`src/rtl/line_setup_ctrl.sv`:
```
// Line command sequencer: Bresenham setup over fixed cycles, then launches the
// fragment generator, frames its framebuffer enable, and supervises completion.
module line_setup_ctrl #(
  parameter int WIDTH = 13
) (
  input  logic             clk,
  input  logic             rst,
  input  logic             cmd_valid,
  output logic             cmd_ready,
  input  logic [WIDTH-1:0] cmd_x0,
  input  logic [WIDTH-1:0] cmd_y0,
  input  logic [WIDTH-1:0] cmd_x1,
  input  logic [WIDTH-1:0] cmd_y1,
  input  logic             cmd_r,
  input  logic             cmd_g,
  input  logic             cmd_b,
  input  logic             abort,
  output logic             fg_start,
  output logic             fg_en_fb,
  output logic             fg_clear,
  output logic             fg_steep,
  output logic             fg_red,
  output logic             fg_green,
  output logic             fg_blue,
  output logic [WIDTH-1:0] fg_deltax,
  output logic [WIDTH-1:0] fg_deltay,
  output logic [WIDTH-1:0] fg_ystep,
  output logic [WIDTH-1:0] fg_x0,
  output logic [WIDTH-1:0] fg_y0,
  output logic [WIDTH-1:0] fg_x_min,
  output logic [WIDTH-1:0] fg_x_max,
  input  logic             fg_finish,
  output logic             busy,
  output logic             done,
  output logic             err
);

  typedef enum logic [2:0] {
    S_IDLE, S_ABS, S_SWAP, S_ORDER, S_ISSUE, S_DRAW, S_DONE
  } state_e;

  // One spare bit so the 2^WIDTH+3 load value fits.
  localparam int              WD_W    = WIDTH + 1;
  localparam logic [WD_W-1:0] WD_LOAD = WD_W'((1 << WIDTH) + 3);

  state_e            state_q, state_d;
  logic [WIDTH-1:0]  x0_q, y0_q, x1_q, y1_q;
  logic [WIDTH-1:0]  x0_d, y0_d, x1_d, y1_d;
  logic              steep_q, steep_d;
  logic [WD_W-1:0]   wdog_q, wdog_d;

  logic              fg_steep_q, fg_steep_d;
  logic              fg_red_q, fg_red_d, fg_green_q, fg_green_d, fg_blue_q, fg_blue_d;
  logic [WIDTH-1:0]  fg_deltax_q, fg_deltax_d, fg_deltay_q, fg_deltay_d;
  logic [WIDTH-1:0]  fg_ystep_q, fg_ystep_d, fg_x0_q, fg_x0_d, fg_y0_q, fg_y0_d;
  logic [WIDTH-1:0]  fg_x_min_q, fg_x_min_d, fg_x_max_q, fg_x_max_d;

  logic [WIDTH-1:0]  adx, ady;
  logic              swap_ends;
  logic [WIDTH-1:0]  ox0, oy0, ox1, oy1, ody;
  logic              abort_act;

  // Setup arithmetic on the working endpoints; each state consumes its slice.
  always_comb begin
    adx       = (x1_q >= x0_q) ? (x1_q - x0_q) : (x0_q - x1_q);
    ady       = (y1_q >= y0_q) ? (y1_q - y0_q) : (y0_q - y1_q);
    swap_ends = x0_q > x1_q;
    ox0       = swap_ends ? x1_q : x0_q;
    oy0       = swap_ends ? y1_q : y0_q;
    ox1       = swap_ends ? x0_q : x1_q;
    oy1       = swap_ends ? y0_q : y1_q;
    ody       = (oy1 >= oy0) ? (oy1 - oy0) : (oy0 - oy1);
    abort_act = abort && (state_q != S_IDLE);
  end

  // NOTE: every signal driven here gets a default first, so no path leaves a
  // value unassigned and no latch is inferred.
  always_comb begin
    state_d     = state_q;
    x0_d        = x0_q;
    y0_d        = y0_q;
    x1_d        = x1_q;
    y1_d        = y1_q;
    steep_d     = steep_q;
    wdog_d      = wdog_q;
    fg_steep_d  = fg_steep_q;
    fg_red_d    = fg_red_q;
    fg_green_d  = fg_green_q;
    fg_blue_d   = fg_blue_q;
    fg_deltax_d = fg_deltax_q;
    fg_deltay_d = fg_deltay_q;
    fg_ystep_d  = fg_ystep_q;
    fg_x0_d     = fg_x0_q;
    fg_y0_d     = fg_y0_q;
    fg_x_min_d  = fg_x_min_q;
    fg_x_max_d  = fg_x_max_q;
    cmd_ready   = 1'b0;
    fg_start    = 1'b0;
    fg_en_fb    = 1'b0;
    fg_clear    = 1'b0;
    done        = 1'b0;
    err         = 1'b0;

    unique case (state_q)
      S_IDLE: begin
        cmd_ready = 1'b1;
        if (cmd_valid) begin
          x0_d       = cmd_x0;
          y0_d       = cmd_y0;
          x1_d       = cmd_x1;
          y1_d       = cmd_y1;
          fg_red_d   = cmd_r;
          fg_green_d = cmd_g;
          fg_blue_d  = cmd_b;
          state_d    = S_ABS;
        end
      end
      S_ABS: begin
        steep_d = ady > adx;
        state_d = S_SWAP;
      end
      S_SWAP: begin
        if (steep_q) begin
          x0_d = y0_q;
          y0_d = x0_q;
          x1_d = y1_q;
          y1_d = x1_q;
        end
        state_d = S_ORDER;
      end
      S_ORDER: begin
        // Outputs stay untouched if the command is cancelled before launch.
        if (!abort_act) begin
          fg_steep_d  = steep_q;
          fg_deltax_d = ox1 - ox0;
          fg_deltay_d = ody;
          fg_ystep_d  = (oy0 < oy1) ? WIDTH'(1) : '1;
          fg_x0_d     = ox0;
          fg_y0_d     = oy0;
          fg_x_min_d  = ox0;
          fg_x_max_d  = ox1;
        end
        state_d = S_ISSUE;
      end
      S_ISSUE: begin
        fg_start = 1'b1;
        wdog_d   = WD_LOAD;
        state_d  = S_DRAW;
      end
      S_DRAW: begin
        fg_en_fb = 1'b1;
        wdog_d   = wdog_q - WD_W'(1);
        if (fg_finish) begin
          state_d = S_DONE;
        end else if (wdog_q == WD_W'(1)) begin
          err      = 1'b1;
          fg_clear = 1'b1;
          state_d  = S_IDLE;
        end
      end
      S_DONE: begin
        done     = 1'b1;
        fg_clear = 1'b1;
        state_d  = S_IDLE;
      end
      default: state_d = S_IDLE;
    endcase

    // Cancellation outranks both completion and watchdog expiry.
    if (abort_act) begin
      done     = 1'b0;
      err      = 1'b0;
      fg_clear = 1'b1;
      state_d  = S_IDLE;
    end
  end

  // NOTE: state registers use non-blocking assignments so every flop samples
  // pre-edge values regardless of statement order.
  always_ff @(posedge clk or posedge rst) begin
    if (rst) begin
      state_q     <= S_IDLE;
      x0_q        <= '0;
      y0_q        <= '0;
      x1_q        <= '0;
      y1_q        <= '0;
      steep_q     <= 1'b0;
      wdog_q      <= '0;
      fg_steep_q  <= 1'b0;
      fg_red_q    <= 1'b0;
      fg_green_q  <= 1'b0;
      fg_blue_q   <= 1'b0;
      fg_deltax_q <= '0;
      fg_deltay_q <= '0;
      fg_ystep_q  <= '0;
      fg_x0_q     <= '0;
      fg_y0_q     <= '0;
      fg_x_min_q  <= '0;
      fg_x_max_q  <= '0;
    end else begin
      state_q     <= state_d;
      x0_q        <= x0_d;
      y0_q        <= y0_d;
      x1_q        <= x1_d;
      y1_q        <= y1_d;
      steep_q     <= steep_d;
      wdog_q      <= wdog_d;
      fg_steep_q  <= fg_steep_d;
      fg_red_q    <= fg_red_d;
      fg_green_q  <= fg_green_d;
      fg_blue_q   <= fg_blue_d;
      fg_deltax_q <= fg_deltax_d;
      fg_deltay_q <= fg_deltay_d;
      fg_ystep_q  <= fg_ystep_d;
      fg_x0_q     <= fg_x0_d;
      fg_y0_q     <= fg_y0_d;
      fg_x_min_q  <= fg_x_min_d;
      fg_x_max_q  <= fg_x_max_d;
    end
  end

  assign busy      = state_q != S_IDLE;
  assign fg_steep  = fg_steep_q;
  assign fg_red    = fg_red_q;
  assign fg_green  = fg_green_q;
  assign fg_blue   = fg_blue_q;
  assign fg_deltax = fg_deltax_q;
  assign fg_deltay = fg_deltay_q;
  assign fg_ystep  = fg_ystep_q;
  assign fg_x0     = fg_x0_q;
  assign fg_y0     = fg_y0_q;
  assign fg_x_min  = fg_x_min_q;
  assign fg_x_max  = fg_x_max_q;

endmodule

```
`config.mk`:
```
export PLATFORM = sky130hd
export DESIGN_NAME = line_setup_ctrl
export DESIGN_NICKNAME = d
export VERILOG_FILES = /design/src/rtl/line_setup_ctrl.sv
export SDC_FILE = /design/constraint.sdc
export NUM_CORES = 1
export LEC_CHECK = 0
export BUFFER_PORTS_ARGS = -buffer_cell sky130_fd_sc_hd__buf_2
export CORE_ASPECT_RATIO = 0.7
export CORE_MARGIN = 2
export CORE_UTILIZATION = 37
export CTS_BUF_LIST = sky130_fd_sc_hd__clkbuf_4
export CTS_CLUSTER_SIZE = 30
export DETAILED_ROUTE_END_ITERATION = 10
export PLACE_DENSITY = 0.65
export SKIP_LAST_GASP = 1
export SYNTH_ARGS = -nofsm -noshare
export SYNTH_HDL_FRONTEND = slang
export SYNTH_SLANG_ARGS = --single-unit
export TNS_END_PERCENT = 30
```
`constraint.sdc`:
```
create_clock -name clk -period 6.9 [get_ports clk]
set_input_delay 0.345 -clock clk [delete_from_list [all_inputs] [get_ports clk]]
set_output_delay 0.345 -clock clk [all_outputs]
set_load 0.03 [all_outputs]
```
==> metrics.txt, run 1 <==
total global routing overflow 0; hold_sp cmd_y0[12]; hold depth 3; library cells used by synthesis 77; Root Buffer clkbuf_4; WL final 38.3 mm; critical path class flop to flop; Post-CTS Resized 0; final hold slack 40.4 ps; largest net degree at the start of global routing 105; hold worst-path end y0_q[12]; largest family of logic cells by synthesized area compound AO/OA/AOI/OAI gates; Highest Clock Rate 176 MHz; Synth Area in Compound Gates 0.213; M2 GR Usage 0.353; Hold Fails Final Rpt 0; Worst Max-Slew Pin Slew 965 ps; Rel. slew slack 0.357; Core Region 0.0291 mm^2; Clk Latency, worst-skew pair 640 ps; final net count 1611; Post-synth EDFFs 0; critical-path maximum fanout 13; antenna violations before repair 1; Seq/Total Area, Yosys 0.320; Chip Width 210 um; CP max stage delay 590 ps; hold crit path type primary input to flop; non-filler cells, final 1870; M3 GR Usage 0.0593; CP startpoint kind flop; wire length per cell 20.5 um; Synth Area in XOR/XNOR 0.0334; WP data arrival 6220 ps; post-route ant nets 0; final setup violation count 0; Avg Inst Size Synth 8.13 um^2; commonest non-fill, non-tap cells in the layout 218 x nand2_1, 161 x buf_2, 141 x dfrtp_1; MaxCap Viol Count 0; Reg2Reg Depth 20; Clock Pin Slew Worst Setup and Hold Paths 150 ps; Most common cell on crit path o21ai_0; adder-cell share of the synthesized area 0.0857; first-pass GRT wire length 58.8 mm; vias in the first global route 9798; H-tree levels 4; proportion of synthesized area in mux cells 0.0849; slowest CP cell dfrtp_1; cell chain of the critical path inv_1 -> ha_1 -> and2_1 -> a21oi_1 -> a2111oi_0 -> o21ai_0 -> and2_1 -> buf_4 -> mux2i_1 -> o21ai_0 -> a21oi_1 -> o21ai_0 -> a41oi_1 -> xor2_1 -> ha_1 -> nand3_1 -> nor4_1 -> a2111oi_0 -> nand2_1 -> o211ai_1; clock sink count 141; PortBufs 161; gpl congestion 0.980; Setup crit end kind flop; CTS buffer count 17; post-route cell area 0.0126 mm^2; die area 0.0312 mm^2; RSZ-0062 raised after global routing no; Max clock buf depth 2; register area 0.00353 mm^2; Register-to-Register Setup Slack 1230 ps; TritonCTS clock tree yes; max-slew violations 0; Syn Std Cell Area 0.0110 mm^2; gr usage total 0.247; DRC Markers 0; Cell Area, Placed 0.0118 mm^2; vias per inst 5.69; layout cell share with drive strength beyond 1 0.164; critical path data required time 7450 ps; Setup Skew 31.7 ps; ys flop type dfrtp_1; Fin Setup TNS 0 ps; multi-input logic area 0.00665 mm^2; ys async rst share 1.00; io pins 162; Die Y 148 um; Initial Utilization 0.379; Placed Instances 1794; busiest grt layer met1; Fillers 2872; Synth Area in Simple Gates 0.184; synthesized instance count 1354; Rows 52; crit path time final 5670 ps; Area Growth Syn to Fin 14.1%; commonest non-fill, non-tap cell in the layout nand2_1; post-DP HPWL 29.2 mm; Crit Reg-Reg Endpoint steep_q; first-pass iteration count of the detailed router 6; syn_nets 1487; GR Util met1 0.373; Critical R2R Launch x0_q[5]; final worst-path cycle share 0.822; Yosys reg bits 141; number of synthesis warnings 0; Initial DRC Count 1264; run status finished clean; vias 10600
==> flip-flops by register name, summed over array words and instances (netlist names), 3 cells and up <==
register	cells
fg_x_min	13
y0_q	13
x0_q	13
fg_deltax	13
fg_x_max	13
y1_q	13
fg_deltay	13
wdog_q	14
x1_q	13
state_q	3
fg_y0	13
==> metrics by stage <==
stage	util	setup slack (ps)
2_1_floorplan	-	2120
3_3_place_gp	0.407	1300
3_5_place_dp	0.407	1420
4_1_cts	0.432	1390
5_1_grt	0.432	940
6_report	0.432	1230
==> cell type report <==
| type | instances | share of cell area |
|---|---|---|
| diodes | 1 | 0.000199 |
| well taps | 378 | 0.0376 |
| clock inverters | 15 | 0.0126 |
| clock buffers | 17 | 0.0102 |
| multi-input cells | 1023 | 0.529 |
| inverters | 78 | 0.0237 |
| flip-flops and latches | 141 | 0.281 |
| repair buffers | 217 | 0.106 |
==> logic make-up (layout without fill, tap and decap cells) <==
logic type | Yosys count | after routing
xor gates and xnor gates | 42 | 42
adders and majority gates | 73 | 73
DFF | 141 | 141
AOI/OAI and AO/OA | 367 | 367
and+or+nand+nor | 450 | 450
other | 0 | 1
muxes | 91 | 91
buffers and inverters | 190 | 327
==> cell usage after synthesis, types with 3 or more instances <==
master,instances,area [um^2]
o22ai_1,6,37.5
clkbuf_1,63,236
a2111oi_0,4,35.0
mux2_2,9,101
o221ai_1,7,61.3
xnor2_1,27,236
a31oi_1,46,288
o211ai_1,12,90.1
a21oi_2,4,35.0
a311oi_1,3,26.3
o21a_1,8,60.1
buf_6,6,67.6
nand2b_1,10,62.6
nand3_1,37,185
a211oi_1,9,67.6
nand2_1,218,818
inv_1,76,285
buf_4,26,195
and3_1,7,43.8
nand4_1,9,56.3
nor2b_1,12,75.1
or3_1,4,25.0
dfrtp_1,141,3530
nor2_1,102,383
a211o_1,3,26.3
a221oi_1,7,61.3
o311ai_0,5,43.8
o21ai_0,120,601
and2_1,6,37.5
nor3_1,13,65.1
nor4_1,11,68.8
a21o_1,19,143
or4_1,6,45.0
buf_1,11,41.3
buf_2,6,30.0
o21bai_1,8,60.1
a21oi_1,68,340
fa_1,4,80.1
o31ai_1,6,45.0
ha_1,69,863
a2bb2oi_1,3,26.3
mux2i_1,81,811
or2_2,5,31.3
xor2_1,15,131
==> routing by layer <==
metal | vias up | share of wire | wire length (um)
met5 | - | 0 | 0
met1 | 5127 | 0.47 | 18200
met2 | 481 | 0.42 | 16100
met3 | 47 | 0.091 | 3470
li1 | 4994 | - | -
met4 | 0 | 0.015 | 580
==> how the worst max path moves through the flow <==
stage	from	end
2_1_floorplan	y0_q[1]	steep_q
3_3_place_gp	x0_q[5]	steep_q
3_5_place_dp	x0_q[5]	fg_deltay[7]
4_1_cts	x0_q[5]	steep_q
5_1_grt	x0_q[5]	steep_q
6_report	x0_q[5]	steep_q
==> worst max-delay path, delay by kind of cell, from the launching register on <==
family	cells	cell delay (ps)
AOI/OAI and AO/OA	9	2640
and+or+nand+nor	5	900
adders and majority gates	2	820
DFF	1	590
buffers and inverters	2	300
xor gates and xnor gates	1	200
muxes	1	130
==> timing repair <==
action,in CTS,in global routing
hold endpoints to repair,124,0
hold buffers,43,0
setup buffers,0,0
Power of run 1 is left out: the tool's default activity adds up to more than one toggle a clock period on the data nets, which glitch-free logic cannot reach.
==> inputs of run 2 (changes only) <==
--- a/config.mk
+++ b/config.mk
@@ -5,6 +5,7 @@
 export SDC_FILE = /design/constraint.sdc
 export NUM_CORES = 1
 export LEC_CHECK = 0
+export ABC_AREA = 1
 export BUFFER_PORTS_ARGS = -buffer_cell sky130_fd_sc_hd__buf_2
 export CORE_ASPECT_RATIO = 0.7
 export CORE_MARGIN = 2
@@ -12,7 +13,7 @@
 export CTS_BUF_LIST = sky130_fd_sc_hd__clkbuf_4
 export CTS_CLUSTER_SIZE = 30
 export DETAILED_ROUTE_END_ITERATION = 10
-export PLACE_DENSITY = 0.65
+export PLACE_DENSITY = 0.67
 export SKIP_LAST_GASP = 1
 export SYNTH_ARGS = -nofsm -noshare
 export SYNTH_HDL_FRONTEND = slang
==> constraint.sdc (replaced) <==
create_clock -name clk -period 4.8 [get_ports clk]
set_input_delay 0.24 -clock clk [delete_from_list [all_inputs] [get_ports clk]]
set_output_delay 0.24 -clock clk [all_outputs]
set_load 0.03 [all_outputs]
==> run 2 against run 1 <==
  * Count of clock-buffer cells in the layout up 2
  * Wire length up 14%
  * Critical path depth down 4
  * Critical path type unchanged
==> metrics.txt, run 2 <==
vias per inst 5.35; antenna violations before repair 1; Hold Fails Final Rpt 0; Clk Latency, worst-skew pair 640 ps; WL final 43.5 mm; critical path data required time 5310 ps; Fin Setup TNS 0 ps; Rel. slew slack 0.290; CP max stage delay 500 ps; Register-to-Register Setup Slack 340 ps; Chip Width 214 um; Fillers 3132; Largest register FFs 14; commonest non-fill, non-tap cell in the layout nand2_1; ys async rst share 1.00; wl on met1 22.0 mm; TritonCTS clock tree yes; Most common cell on crit path inv_1; die area 0.0323 mm^2; gr usage total 0.276; Syn Std Cell Area 0.0114 mm^2; WL met3 3.68 mm; PortBufs 161; CTS buffer count 17; largest area contributor in the netlist dfrtp_1; Root Buffer clkbuf_4; hold depth 4; register area 0.00353 mm^2; Top Metal Used met4; total buffers and inverters traversed by the critical path 3; Setup Skew 36.1 ps; first-pass GRT wire length 66.1 mm; cell chain of the critical path inv_1 -> ha_1 -> a21oi_1 -> o21ai_0 -> a21oi_1 -> o31ai_1 -> nor2_2 -> inv_1 -> o22ai_1 -> xor2_1 -> inv_1 -> ha_1 -> nand2_1 -> or4_1 -> o311ai_0 -> o21ai_0; Core Region 0.0302 mm^2; io pins 162; vias in the first global route 11000; clock sink count 141; H-tree levels 4; ys flop type dfrtp_1; commonest cells in the netlist 497 x nand2_1, 178 x inv_1, 141 x dfrtp_1; Highest Clock Rate 224 MHz; total global routing overflow 0; hold crit path type primary input to flop; Post-synth EDFFs 0; Setup crit end kind flop; wire length per cell 19.5 um; synthesized instance count 1644; Initial Utilization 0.378; post-route ant nets 0; MaxCap Viol Count 0; Initial DRC Count 1300; vias 12000; Seq/Total Area, Yosys 0.309; Rows 53; crit path time final 4460 ps; most flop-heavy register wdog_q; Max clock buf depth 2; Die Y 151 um; Crit Reg-Reg Endpoint steep_q; routed wl met2 17.3 mm; Worst Max-Slew Pin Slew 1070 ps; slowest CP cell or4_1; Avg Inst Size Synth 6.94 um^2; WP data arrival 4970 ps; Critical R2R Launch y0_q[4]; top cells by area, synth dfrtp_1 31%, nand2_1 16%, ha_1 7.6%, o21ai_0 5.9%, inv_1 5.9%; Area Growth Syn to Fin 16.1%; Reg2Reg Depth 16; Yosys reg bits 141; final worst-path cycle share 0.929; gpl congestion 0.960; RSZ-0062 raised after global routing no; syn_nets 1777; run status finished clean; critical path class flop to flop; final net count 1944; area share of the largest cell type after synthesis 0.309; max-slew violations 0; critical path's top delay family compound AO/OA/AOI/OAI gates; post-DP HPWL 34.9 mm; hold_sp abort; layout cell share with drive strength beyond 1 0.155; first-pass iteration count of the detailed router 7; number of synthesis warnings 0; most frequent cell after synthesis nand2_1; multi-input logic area 0.00660 mm^2; library cells used by synthesis 55; CP startpoint kind flop; critical-path maximum fanout 15; DRC Markers 0; final setup violation count 0; commonest non-fill, non-tap cells in the layout 495 x nand2_1, 177 x inv_1, 161 x buf_2; hold worst-path end state_q[1]; Clock Pin Slew Worst Setup and Hold Paths 150 ps; largest net degree at the start of global routing 106
run 2: cell count changes after synthesis, moves of 34 or more:
cell / change
o211ai_1: +41
mux2i_1: -75
a31oi_1: -41
nand3_1: +82
o21ai_1: +34
nand2_1: +279
inv_1: +102
run 2: timing repair:
item / in CTS / in global routing
endpoints found under the hold margin: 103 / 0
hold buffers: 58 / 0
buffers inserted: 0 / 0
gates resized for setup: 0 / 4
setup endpoints to repair: 0 / 1
run 2: logic make-up (layout without fill, tap and decap cells):
kind of cell               Yosys count  after routing  share of synthesized area
and+or+nand+nor                    755            755                      0.282
AOI/OAI and AO/OA                  351            351                      0.180
buffers and inverters              284            464                      0.114
DFF                                141            141                      0.309
adders and majority gates           73             73                     0.0827
xor gates and xnor gates            31             31                     0.0238
muxes                                9              9                    0.00823
other                                0              1                          0
run 2: worst max path at each step:
stage	start	end	slack [ps]	depth (start not counted)
6_report	y0_q[4]	steep_q	340	16
5_1_grt	y0_q[4]	steep_q	3	16
4_1_cts	y0_q[4]	steep_q	70	16
3_5_place_dp	y0_q[4]	steep_q	120	17
3_3_place_gp	y0_q[8]	steep_q	180	19
2_1_floorplan	rst	fg_blue	780	1
run 2: area by class of cell:
cell class	instances	area share
Inverter	185	0.0528
Antenna cell	1	0.000189
Clock buffer	19	0.0108
Clock inverter	13	0.0106
Timing Repair Buffer	247	0.122
Multi-Input combinational cell	1219	0.499
Sequential cell	141	0.267
Tap cell	412	0.0389
run 2: tightest hold or removal path: stages:
cell and delay (ps):
buf_2 100, inv_1 100, nor2_1 110, nor2_1 110
run 2: per-layer routing:
layer / vias up / track usage
met3: 38 / 0.0537
met4: 0 / 0.0545
met1: 5711 / 0.434
met5: - / 0
li1: 5734 / -
met2: 483 / 0.384
run 2: stage by stage:
step	hold WS, ps	instances	area, um^2	worst slack [ps]	utilization
after global routing	58.0	2237	13200	3.39	0.439
after detailed placement	302	2146	12400	119	0.410
after CTS	15.6	2236	13200	71.7	0.438
after floorplan	390	1644	11400	779	-
after global placement	301	2146	12400	183	0.410
final	53.5	2237	13200	339	0.439
Power of run 2 is left out for the same reason.
